--- src/rtl/inst_fetch_queue.sv ---
// inst_fetch_queue
// ----------------
// Instruction fetch queue between the ICache stage and decode. A circular
// buffer of DEPTH entries, each holding {pc, instruction word, fetch exception
// flag}. The head entry is presented combinationally on out_* (first-word-
// fall-through) and reads as all zeros when the queue is empty.
//
// Ports
//   clk          single clock, all state updates on the rising edge
//   rst          synchronous active-high reset (highest priority)
//   flush        discard all entries (branch redirect / exception)
//   in_valid     fetched instruction present from the ICache stage
//   in_pc        PC of the fetched instruction
//   in_inst      instruction word
//   in_exc       fetch exception tag for the entry
//   in_ready     queue accepts a push this cycle (not full)
//   almost_full  stall request to the ICache (count >= AFULL_LEVEL)
//   out_valid    head entry valid to decode
//   out_pc       head entry PC
//   out_inst     head entry instruction
//   out_exc      head entry exception flag
//   out_ready    decode consumes the head this cycle
//   count        current occupancy, 0..DEPTH
module inst_fetch_queue #(
  parameter int DEPTH       = 8,
  parameter int AFULL_LEVEL = DEPTH - 2
) (
  input  logic                     clk,
  input  logic                     rst,
  input  logic                     flush,
  input  logic                     in_valid,
  input  logic [31:0]              in_pc,
  input  logic [31:0]              in_inst,
  input  logic                     in_exc,
  output logic                     in_ready,
  output logic                     almost_full,
  output logic                     out_valid,
  output logic [31:0]              out_pc,
  output logic [31:0]              out_inst,
  output logic                     out_exc,
  input  logic                     out_ready,
  output logic [$clog2(DEPTH):0]   count
);

  localparam int AW = $clog2(DEPTH);
  localparam logic [AW:0] FULL_CNT  = (AW + 1)'(DEPTH);
  localparam logic [AW:0] AFULL_CNT = (AW + 1)'(AFULL_LEVEL);

  logic [AW-1:0] wr_ptr_q, wr_ptr_d;
  logic [AW-1:0] rd_ptr_q, rd_ptr_d;
  logic [AW:0]   count_q, count_d;

  logic [31:0] pc_mem   [DEPTH];
  logic [31:0] inst_mem [DEPTH];
  logic        exc_mem  [DEPTH];

  logic push;
  logic pop;
  logic wr_en;

  // Status is a pure function of the registered count, so nothing on the
  // input side can reach out_* in the same cycle.
  assign in_ready    = (count_q != FULL_CNT);
  assign out_valid   = (count_q != '0);
  assign almost_full = (count_q >= AFULL_CNT);
  assign count       = count_q;

  assign push = in_valid & in_ready;
  assign pop  = out_valid & out_ready;

  // A push in a flush or reset cycle is dropped, so it must not touch storage
  // either.
  assign wr_en = push & ~flush & ~rst;

  always_comb begin
    wr_ptr_d = wr_ptr_q;
    rd_ptr_d = rd_ptr_q;
    count_d  = count_q;
    if (flush) begin
      wr_ptr_d = '0;
      rd_ptr_d = '0;
      count_d  = '0;
    end else begin
      // DEPTH is a power of two, so pointer overflow is the modulo wrap.
      if (push) wr_ptr_d = wr_ptr_q + AW'(1);
      if (pop)  rd_ptr_d = rd_ptr_q + AW'(1);
      case ({push, pop})
        2'b10:   count_d = count_q + (AW + 1)'(1);
        2'b01:   count_d = count_q - (AW + 1)'(1);
        default: count_d = count_q;
      endcase
    end
  end

  always_ff @(posedge clk) begin
    if (rst) begin
      wr_ptr_q <= '0;
      rd_ptr_q <= '0;
      count_q  <= '0;
    end else begin
      wr_ptr_q <= wr_ptr_d;
      rd_ptr_q <= rd_ptr_d;
      count_q  <= count_d;
    end
  end

  // Entry storage: no reset, contents are don't-care once the pointers clear.
  for (genvar gi = 0; gi < DEPTH; gi++) begin : g_entry
    always_ff @(posedge clk) begin
      if (wr_en && (wr_ptr_q == AW'(gi))) begin
        pc_mem[gi]   <= in_pc;
        inst_mem[gi] <= in_inst;
        exc_mem[gi]  <= in_exc;
      end
    end
  end

  assign out_pc   = out_valid ? pc_mem[rd_ptr_q]   : '0;
  assign out_inst = out_valid ? inst_mem[rd_ptr_q] : '0;
  assign out_exc  = out_valid ? exc_mem[rd_ptr_q]  : 1'b0;

endmodule

--- config.mk ---
export PLATFORM = sky130hd
export DESIGN_NAME = inst_fetch_queue
export DESIGN_NICKNAME = d
export VERILOG_FILES = /design/src/rtl/inst_fetch_queue.sv
export SDC_FILE = /design/constraint.sdc
export NUM_CORES = 1
export LEC_CHECK = 0
export ABC_AREA = 1
export BUFFER_PORTS_ARGS = -buffer_cell sky130_fd_sc_hd__buf_2
export CORE_ASPECT_RATIO = 0.75
export CORE_MARGIN = 2
export CORE_UTILIZATION = 42
export DETAILED_ROUTE_END_ITERATION = 8
export GPL_TIMING_DRIVEN = 0
export PLACE_DENSITY = 0.62
export SLEW_MARGIN = 20
export SYNTH_ARGS = -nofsm -noshare
export SYNTH_HDL_FRONTEND = slang
export SYNTH_SLANG_ARGS = --single-unit
--- constraint.sdc ---
create_clock -name clk -period 5.7 [get_ports clk]
set_input_delay 0.285 -clock clk [delete_from_list [all_inputs] [get_ports clk]]
set_output_delay 0.285 -clock clk [all_outputs]
set_load 0.01 [all_outputs]
### After elaboration in Yosys (flattened, before gate mapping)

Memory sizes are Yosys's and may differ from the RTL's. A register that Yosys moved wholly into a read port is not among the register bits.
Index checks and enable logic that the tools add are counted.

| word-level totals | value |
|---|---|
| register bits | 10 |
| bits in latches | 0 |
| memory bits (writable) | 520 |
| ROM bits | 0 |
| input bits | 70 |
| output and inout bits | 72 |
| logic and storage cells | 149 |
| memories | 3 |

| operators by class | value |
|---|---|
| add/sub/neg operators | 4 |
| multipliers | 0 |
| divide/modulo/power cells | 0 |
| order comparisons | 1 |
| eq/ne operators | 10 |
| shift operators | 0 |
| multiplexer cells | 89 |
| bitwise operators | 6 |
| reductions and logical operators | 33 |

Memory list:

| name | words | width | rd ports | clocked after memory_dff | write ports | line | RTL |
|---|---|---|---|---|---|---|---|
| inst_mem | 8 | 32 | 1 | 1 | 1 | 54 | `logic [31:0] inst_mem [DEPTH];` |
| pc_mem | 8 | 32 | 1 | 1 | 1 | 53 | `logic [31:0] pc_mem [DEPTH];` |
| exc_mem | 8 | 1 | 1 | 1 | 1 | 55 | `logic exc_mem [DEPTH];` |

Operator list:

| operator | count |
|---|---|
| 32-bit two-way mux | 16 |
| 32-bit OR reduction | 14 |
| 3-bit two-way mux | 27 |
| 1-bit two-way mux | 45 |
| 3-bit == test (second input constant) | 4 |
| 1-bit logical AND | 8 |
| 4-bit case mux with 2 select lines | 1 |
| 1-bit OR reduction | 7 |
| 3-bit by 1-bit adder with 3-bit output (second input constant) | 2 |
| 3-bit by 2-bit == test with 1-bit output (second input constant) | 2 |
| 4-bit by 1-bit adder with 4-bit output (second input constant) | 1 |
| 1-bit bitwise AND | 4 |
| 4-bit by 3-bit >= comparator with 1-bit output (second input constant) | 1 |
| 4-bit != test (second input constant) | 1 |
| 4-bit nonzero test | 1 |
| 4-bit by 1-bit subtractor with 4-bit output (second input constant) | 1 |
| 3-bit by 1-bit == test with 1-bit output (second input constant) | 1 |
| 3-bit zero test | 1 |
| 2-bit by 1-bit == test with 1-bit output (second input constant) | 1 |
| 2-bit == test (second input constant) | 1 |
| 1-bit inverter | 2 |
| 2-bit nonzero test | 1 |
| 2-bit OR reduction | 1 |

### Depth between registers and ports, before layout

Gate-level depths: netlist (run 1).

| depth | value |
|---|---|
| word-level depth | 15 |
| depth in mapped cells | 14 |
| gate-level depth less buffers | 14 |

### Least setup slack after synthesis (run 1)

No wires, ideal clock.

| timing path | value |
|---|---|
| path kind | flip-flop to flip-flop |
| start point | register count_q[0], in the netlist count[0] |
| end point | memory exc_mem[0] (enable) |
| library setup time | 0.568 ns |
| data arrival time | 5.485 ns |
| required time | 5.132 ns |
| path slack | -0.352 ns |
| cell stages (with the launch flop) | 7 |
| path buffers | 0 |
| period minus slack after synthesis | 6.052 ns |
| cells stage by stage | dfxtp_1 > nor2_1 > nand3_1 > nand2_1 > inv_1 > nand2_1 > nor3_1 |

| on the way | value |
|---|---|
| cells in the longest elaborated chain, start to end | 15 |
| elaborated cells on any way between the ends | 49 |
| those cells by class | 1 x eq/ne; 30 x mux; 3 x bitwise; 15 x reduce/logical |

RTL lines:

| what | line | RTL |
|---|---|---|
| start: declaration | 51 | `logic [AW:0] count_q, count_d;` |
| start signal: assignment | 103 | `count_q <= count_d;` |
| 4-bit != test * | 63 | `assign in_ready = (count_q != FULL_CNT);` |
| via in_ready | 35 | `output logic in_ready,` |
| 1-bit bitwise AND * | 68 | `assign push = in_valid & in_ready;` |
| 1-bit bitwise AND * (2 in a row) | 73 | `assign wr_en = push & ~flush & ~rst;` |
| 1-bit logical AND | 110 | `if (wr_en && (wr_ptr_q == AW'(gi))) begin` |
| 1-bit two-way mux | 110 |  |
| 1-bit two-way mux (not written as such) | 113 | `exc_mem[gi] <= in_exc;` |
| 1-bit OR reduction (no line) | -- |  |
| 3-bit two-way mux (no line) or 1-bit two-way mux (tied branches) (7 in a row) | -- |  |
| end: declaration | 55 |  |

Mark *: on every way through the listed nets, which the timed path passes. The rest lies on a longest branch.

### Final worst setup path (run 1)

| timing path | value |
|---|---|
| start point | register count_q[0], in the netlist count[0] |
| end point | memory inst_mem[1][0] (enable) |

| on the way | value |
|---|---|
| cells in the longest elaborated chain, start to end | 15 |
| elaborated cells on any way between the ends | 49 |
| those cells by class | 1 x eq/ne; 30 x mux; 3 x bitwise; 15 x reduce/logical |

RTL lines:

| what | line | RTL |
|---|---|---|
| 4-bit != test * | 63 |  |
| 1-bit bitwise AND * | 68 |  |
| 1-bit bitwise AND * (2 in a row) | 73 |  |
| 1-bit logical AND | 110 |  |
| 1-bit two-way mux | 110 |  |
| 1-bit two-way mux (not written as such) | 112 | `inst_mem[gi] <= in_inst;` |
| 32-bit OR reduction (no line) | -- |  |
| 3-bit two-way mux (no line) or 1-bit two-way mux (tied branches) (7 in a row) | -- |  |
| end: declaration | 54 |  |

Mark *: on every way between the ends. The rest lies on a longest branch, timed or not.

==> results of run 1 <==
-- final cells by class --
type,instances,area share [%]
diodes,2,0.0196
clock inverters,31,1.26
inverters,24,0.354
plain buffers,107,2.15
repair buffers,260,7.44
multi-input cells,974,18.0
well taps,648,3.18
flip-flops and latches,533,62.3
clock buffers,62,5.34
-- registers in the layout, summed over array words and instances, names as in the netlist, named ones only --
signal and cells:
wr_ptr_q 3, inst_mem 256, pc_mem 256, exc_mem 8, rd_ptr_q 3, count 4
-- worst register-to-register path: stages, from the launching register on --
cell	delay [ns]
dfxtp_1	0.42
nor2_1	0.09
nand3_1	0.09
nand2_1	0.17
inv_1	0.14
nand2_1	0.28
nor3_2	0.60
buf_4	0.32
buf_6	0.17
buf_4	0.20
buf_4	0.22
buf_4	0.22
-- cell families after synthesis --
logic type	synth area share (%)
AND/OR/NAND/NOR	9.91
flip-flops	75.5
AO/OA/AOI/OAI	10.9
buffers and inverters	3.02
adder cells (fa/ha/maj)	0.595
XOR/XNOR	0.0833
-- power by group through the flow --
stage | combinational, W | clock, W | sequential [W]
finish | 0.000940 | 0.00344 | 0.00435
global route | 0.00103 | 0.00364 | 0.00435
CTS | 0.000942 | 0.00349 | 0.00435
detailed placement | 0.000905 | 0 | 0.00443
global placement | 0.000881 | 0 | 0.00444
floorplan | 0.000481 | 0 | 0.00443
-- routing by layer --
layer	part of all wire, %	up-vias	routed length [um]	global-route usage [%]
li1	-	6576	-	-
met1	44	6917	23900	29.6
met2	46	555	25300	33.6
met3	8.1	85	4440	3.77
met4	2.1	4	1160	6.34
met5	0.053	-	29	0
-- stage by stage --
step	hold slack, ns	cells	setup WS [ns]	util, %	TNS, ns
3_3_place_gp	0.463	2427	-4.91	45.9	-1878.92
2_1_floorplan	0.384	1638	-0.352	-	-137.33
5_1_grt	0.0132	2639	2.21	51.8	0
3_5_place_dp	0.470	2485	2.26	47.2	0
6_report	0.0357	2641	2.49	51.9	0
4_1_cts	0.000719	2639	2.46	51.8	0
-- worst paths after layout --
kind	to
worst min register to register	rd_ptr_q[0]$_SDFFE_PP0P_
worst min-delay path	inst_mem[6][13]$_DFFE_PP_
worst max register to register	inst_mem[1][0]$_DFFE_PP_
worst max-delay path	inst_mem[1][0]$_DFFE_PP_
-- placed cells by master, fill, tap and decap left out, types with 7 or more instances in the layout --
master / n
a21oi_1: 10
buf_2: 181
buf_4: 44
buf_6: 19
bufinv_16: 7
clkbuf_1: 59
clkbuf_16: 53
clkinv_1: 10
clkinv_2: 13
dfxtp_1: 13
dlygate4sd3_1: 61
edfxtp_1: 520
ha_1: 10
inv_1: 23
nand2_1: 75
nor2_1: 461
o211ai_1: 65
o21ai_0: 239
o21ai_1: 32
o22ai_1: 65
-- what timing repair did --
item	4_1_cts	5_1_grt
hold endpoints to repair	487	0
hold buffers	61	0
setup buffers	0	0
==> key figures, run 1 <==
Run status
  • Outcome: finished clean

GRT
  • Largest net degree at the start of global routing: 23
  • Gr ovfl total: 0
  • GRT Total Usage: between 20% and 30%
  • Global-route wire length before repair: 82.8 mm
  • Number of global-route vias before repair: 13,873
  • Initial antenna violation count: 4

Timing
  • RSZ-0062 raised after global routing: false
  • Slew Viols, Final: 0
  • Final hold violation count: 0
  • Post-route minimum period: approximately 3.2 ns
  • Worst slew margin: approximately half
  • Post-Route Skew: 0.0122 ns
  • FMAX: roughly 310 MHz
  • Setup violators final: 0
  • Period utilization: 56.4%
  • Worst Max-Slew Pin Slew: around 0.76 ns

Worst setup path
  • Startpoint Class: flop
  • R2R Path Start: count[0]$_SDFFE_PP0P_
  • Most frequent CP cell: buf_4
  • R2r setup slk: 2.49 ns
  • Worst path slowest cell: nor3_2
  • CP peak stage delay: about 0.6 ns
  • CP max FO: 9
  • Cell breakdown of the critical path: nor2_1 -> nand3_1 -> nand2_1 -> inv_1 -> nand2_1 -> nor3_2 -> buf_4 -> buf_6 -> buf_4 -> buf_4 -> buf_4
  • CP delay by family, top: buffers and inverters
  • Worst Path Buf+Inv: 6
  • Crit Path Category: reg2reg
  • R2r worst-path depth: 11
  • Required @ worst endpoint: between 5 and 6 ns
  • Setup crit end kind: flop
  • Crit path depth: 11
  • Worst setup startpoint: count[0]$_SDFFE_PP0P_
  • Data arrival, critical path: approximately 3.5 ns

Layout
  • Final net count: a little over 2,000
  • Share of cells above drive strength 1: 16.9%
  • Area taken by multi-input logic gates: between 4000 and 5000 um^2
  • Flip-flop and latch area: approximately 16,000 um^2
  • # fillers: between 4,000 and 5,000
  • Synth-to-Final Area Change: 21.1%
  • Final instance area: 25,500 um^2

Hold path
  • HP Start: in_inst[13]
  • Worst min path class: in2reg
  • Worst hold stages: 1

Place
  • Placed cell areas: 23,200 um^2
  • RePlAce Congestion: roughly 0.77
  • Port bufs: between 100 and 150
  • Final HPWL DP: ~36 mm

Synthesis
  • Yosys top cell area share: 74.2%
  • Unique masters post-synth: 23
  • Post-synth ARST share: 0%
  • Area leader, netlist: edfxtp_1
  • Post-synth EDFFs: 520
  • Largest cells by area after synthesis: edfxtp_1 74%, nor2_1 8.3%, o21ai_0 5.7%
  • Yosys warns: 0
  • Sequential element share of the synthesized area: 75.5%
  • Synth Cell Area: between 20,000 and 25,000 um^2
  • Post-Syn Instances: between 1,500 and 2,000
  • FF+latch count, synth: ~530
  • Most frequent cell after synthesis: edfxtp_1
  • Avg Cell Area, Syn: about 13 um^2
  • Top post-synthesis cells by count: 520 x edfxtp_1, 463 x nor2_1, 239 x o21ai_0
  • Syn Nets: around 1,700
  • Synth Flop Type: edfxtp_1

Pwr
  • Seq pwr share: ~50%
  • Max VDD drop: roughly 0.00034 V
  • Logic pwr share: approximately 11%
  • Clock network fraction of total power: 39.4%
  • NetSw: around 0.0021 W
  • Int Power: between 0.006 and 0.007 W
  • Switching Fraction: 23.9%
  • Total power: roughly 0.0087 W
  • Power per cell area: 342 nW/um^2
  • Leak pwr: around 9 nW

Detailed routing
  • Routed via count: 14,137
  • Antenna viol nets, final: 0
  • Routed Wire Length: 54.9 mm
  • Routed WL per cell: just over 20 um
  • Initial DRC Count: approximately 1,700
  • Routed vias/inst: ~5.4
  • Residual DRC: 0
  • TritonRoute pass-1 iters: 5

Floorplanning
  • Die width: between 200 and 300 um
  • Top-level I/O count: ~140
  • Initial Util: roughly 43%
  • Num rows: 70
  • Core footprint: 49,100 um^2
  • Die Height: ~200 um
  • Area of the die: slightly above 50,000 um^2

Clock tree
  • Longest Clk Path Bufs: 3
  • Worst skew pair latency: 0.59 ns
  • Reg clk slew, reported paths: about 0.06 ns
  • Sink Count: between 500 and 600
  • H-tree depth: 2
  • CTS Buf Count: between 50 and 60
  • TritonCTS clock tree: built
  • Cts repair resizes: 0
  • Root buffer cell: clkbuf_16

Flow run
  • Maxcap violations: 0
Note: power is estimated with default switching activity, not from simulation.
==> run 2, diff against run 1 <==
==> constraint.sdc (replaced) <==
create_clock -name clk -period 2.9 [get_ports clk]
set_input_delay 0.145 -clock clk [delete_from_list [all_inputs] [get_ports clk]]
set_output_delay 0.145 -clock clk [all_outputs]
set_load 0.01 [all_outputs]
==> run 2 against run 1 <==
  * Critical path depth fell by 2
  * Hold slack gained 0.0026 ns
  * Total power is 90% higher
  * Critical path type is now reg2out
==> key figures, run 2 (same netlist as run 1, synthesis figures left out) <==
Run status
  • Outcome: finished clean

Layout
  • Area taken by multi-input logic gates: 4640 um^2 (+1.4%)
  • Flip-flop and latch area: 15,900 um^2 (about the same)
  • Top Registers: inst_mem (256), pc_mem (256), exc_mem (8)
  • Most frequent cells in the layout: 520 x edfxtp_1, 461 x nor2_1, 239 x o21ai_0
  • Commonest non-fill, non-tap cell in the layout: edfxtp_1
  • # fillers: 4,199 (+0.62%)
  • Final net count: 2,016 (-0.79%)
  • Final core occ: 51.9% (+0.053 points)
  • Share of cells above drive strength 1: 16.1% (-0.78 points)
  • Synth-to-Final Area Change: 21.2%
  • Number of diodes: 0 (-2)
  • Final instance area: 25,500 um^2 (+0.10%)

Detailed routing
  • Antenna viol nets, final: 0 (unchanged)
  • Routed WL per cell: 21.1 um (+1.7%)
  • Routed via count: 14,101 (-0.25%)
  • Residual DRC: 0 (unchanged)
  • Routed Wire Length: 55.4 mm (+1.0%)
  • Routed vias/inst: 5.37 (+0.39%)
  • Initial DRC Count: 1,356 (-20%)
  • TritonRoute pass-1 iters: 5 (unchanged)

Worst setup path
  • Startpoint Class: flop
  • R2r worst-path depth: 5 (-6)
  • CP max FO: 10 (+1)
  • R2R Path Start: wr_ptr_q[2]$_SDFFE_PP0P_
  • Worst path slowest cell: buf_2
  • R2r setup slk: 0.55 ns (-1.94 ns)
  • Most frequent CP cell: nor2_1
  • Setup crit end kind: primary output
  • Crit Path Category: reg2out
  • Required @ worst endpoint: 2.76 ns (-3.23 ns)
  • Cell breakdown of the critical path: buf_6 -> buf_8 -> buf_8 -> buf_2 -> nor2_1 -> o22ai_1 -> nor2_1 -> nor2_1 -> buf_2
  • FF-to-FF End: pc_mem[5][30]$_DFFE_PP_
  • CP peak stage delay: 0.33 ns (-0.27 ns)
  • Data arrival, critical path: 2.68 ns (-0.82 ns)

Timing
  • Setup violators final: 0 (unchanged)
  • Hold_ws: 0.0383 ns (+0.00258 ns)
  • Final hold violation count: 0 (unchanged)
  • Post-route minimum period: about 2.8 ns
  • Slew Viols, Final: 0 (unchanged)
  • Post-Route Skew: 0.0152 ns (+0.00296 ns)
  • RSZ-0062 raised after global routing: true
  • Setup ws final: 0.0793 ns (-2.41 ns)
  • Period utilization: between 90% and 100%
  • FMAX: 355 MHz
  • Worst Max-Slew Pin Slew: 0.847 ns (+0.0875 ns)
  • Worst slew margin: 43.3% (-6.0 points)

Hold path
  • Hold path endpoint: count[0]$_SDFFE_PP0P_
  • Worst min path class: in2reg
  • HP Start: rst
  • Worst hold stages: 4 (+3)

Floorplanning
  • Initial Util: 42.8% (unchanged)
  • Die Height: 198 um (unchanged)
  • Num rows: 70 (unchanged)
  • Die width: 262 um (unchanged)
  • Core footprint: 49,100 um^2 (unchanged)
  • Area of the die: 51,900 um^2 (unchanged)
  • Top-level I/O count: 142 (unchanged)

Place
  • RePlAce Congestion: 0.769 (about the same)
  • Final HPWL DP: 35.7 mm (-1.3%)
  • Placed cell areas: 23,300 um^2 (+0.52%)
  • Pre-CTS setup slack: 0.281 ns (-1.98 ns)
  • Port bufs: 141 (unchanged)

Pwr
  • Max VDD drop: 0.000395 V (+15%)
  • Power per cell area: 651 nW/um^2 (+90%)
  • Leak pwr: 8.93 nW (-0.74%)

Clock tree
  • Root buffer cell: clkbuf_16
  • CTS Buf Count: 51 (-1.9%)
  • Worst skew pair latency: 0.59 ns (about the same)
  • H-tree depth: 2 (unchanged)
  • Longest Clk Path Bufs: 3 (unchanged)
  • Reg clk slew, reported paths: 0.06 ns (about the same)
  • TritonCTS clock tree: built
  • Sink Count: 533 (unchanged)

GRT
  • Initial antenna violation count: 4 (unchanged)
  • GRT Total Usage: 21.3% (+0.24 points)
  • Number of global-route vias before repair: 13,831 (-0.30%)
  • Largest net degree at the start of global routing: 24 (+4.3%)
  • Gr ovfl total: 0 (unchanged)
  • Global-route wire length before repair: 83.4 mm (+0.72%)

Flow run
  • Maxcap violations: 0 (unchanged)
[run 2: layer usage]
metal	share of wire, %	GRT usage (%)
met2	46	33.3
met5	0.061	0
met4	2.0	6.28
met1	46	30.6
met3	6.8	3.76
[run 2: through the flow]
step                      setup TNS, ns  total power (W)  std cells
after floorplan                  -10.49          0.00967       1638
after global placement          -857.93           0.0105       2427
after detailed placement              0           0.0105       2464
after CTS                             0           0.0167       2624
after global routing            -0.0131           0.0172       2624
final                                 0           0.0166       2624
[run 2: final cells by class]
| type | count | area share [%] |
|---|---|---|
| Multi-Input combinational cell | 974 | 18.2 |
| Buffer | 107 | 2.22 |
| Timing Repair Buffer | 245 | 7.85 |
| Clock inverter | 26 | 0.525 |
| Clock buffer | 67 | 5.41 |
| Tap cell | 648 | 3.18 |
| Sequential cell | 533 | 62.3 |
| Inverter | 24 | 0.363 |
[run 2: how the worst max path moves through the flow]
stage,endpoint,cells past startpoint,start
after floorplan,exc_mem[3]$_DFFE_PP_,4,wr_ptr_q[2]$_SDFFE_PP0P_
after detailed placement,pc_mem[5][30]$_DFFE_PP_,7,flush
after global placement,pc_mem[3][27]$_DFFE_PP_,4,flush
after global routing,out_pc[18],8,flop
after CTS,out_pc[18],5,flop
final,out_pc[18],9,flop
[run 2: power breakdown]
part           internal [W]  switching (W)
sequential          0.00852      0.0000247
clock               0.00341        0.00277
combinational      0.000604        0.00127
total                0.0125        0.00406
[run 2: what timing repair did]
action,4_1_cts,5_1_grt
gates resized for setup,5,14
hold buffers,67,0
setup buffers,0,0
hold endpoints to repair,525,0
setup endpoints to repair,33,6
[run 2: critical path, delay by kind of cell (launching register included)]
family                 cells  cell delay, ns
AO/OA/AOI/OAI              1            0.13
buffers and inverters      5            1.18
flip-flops                 1            0.32
AND/OR/NAND/NOR            3            0.45
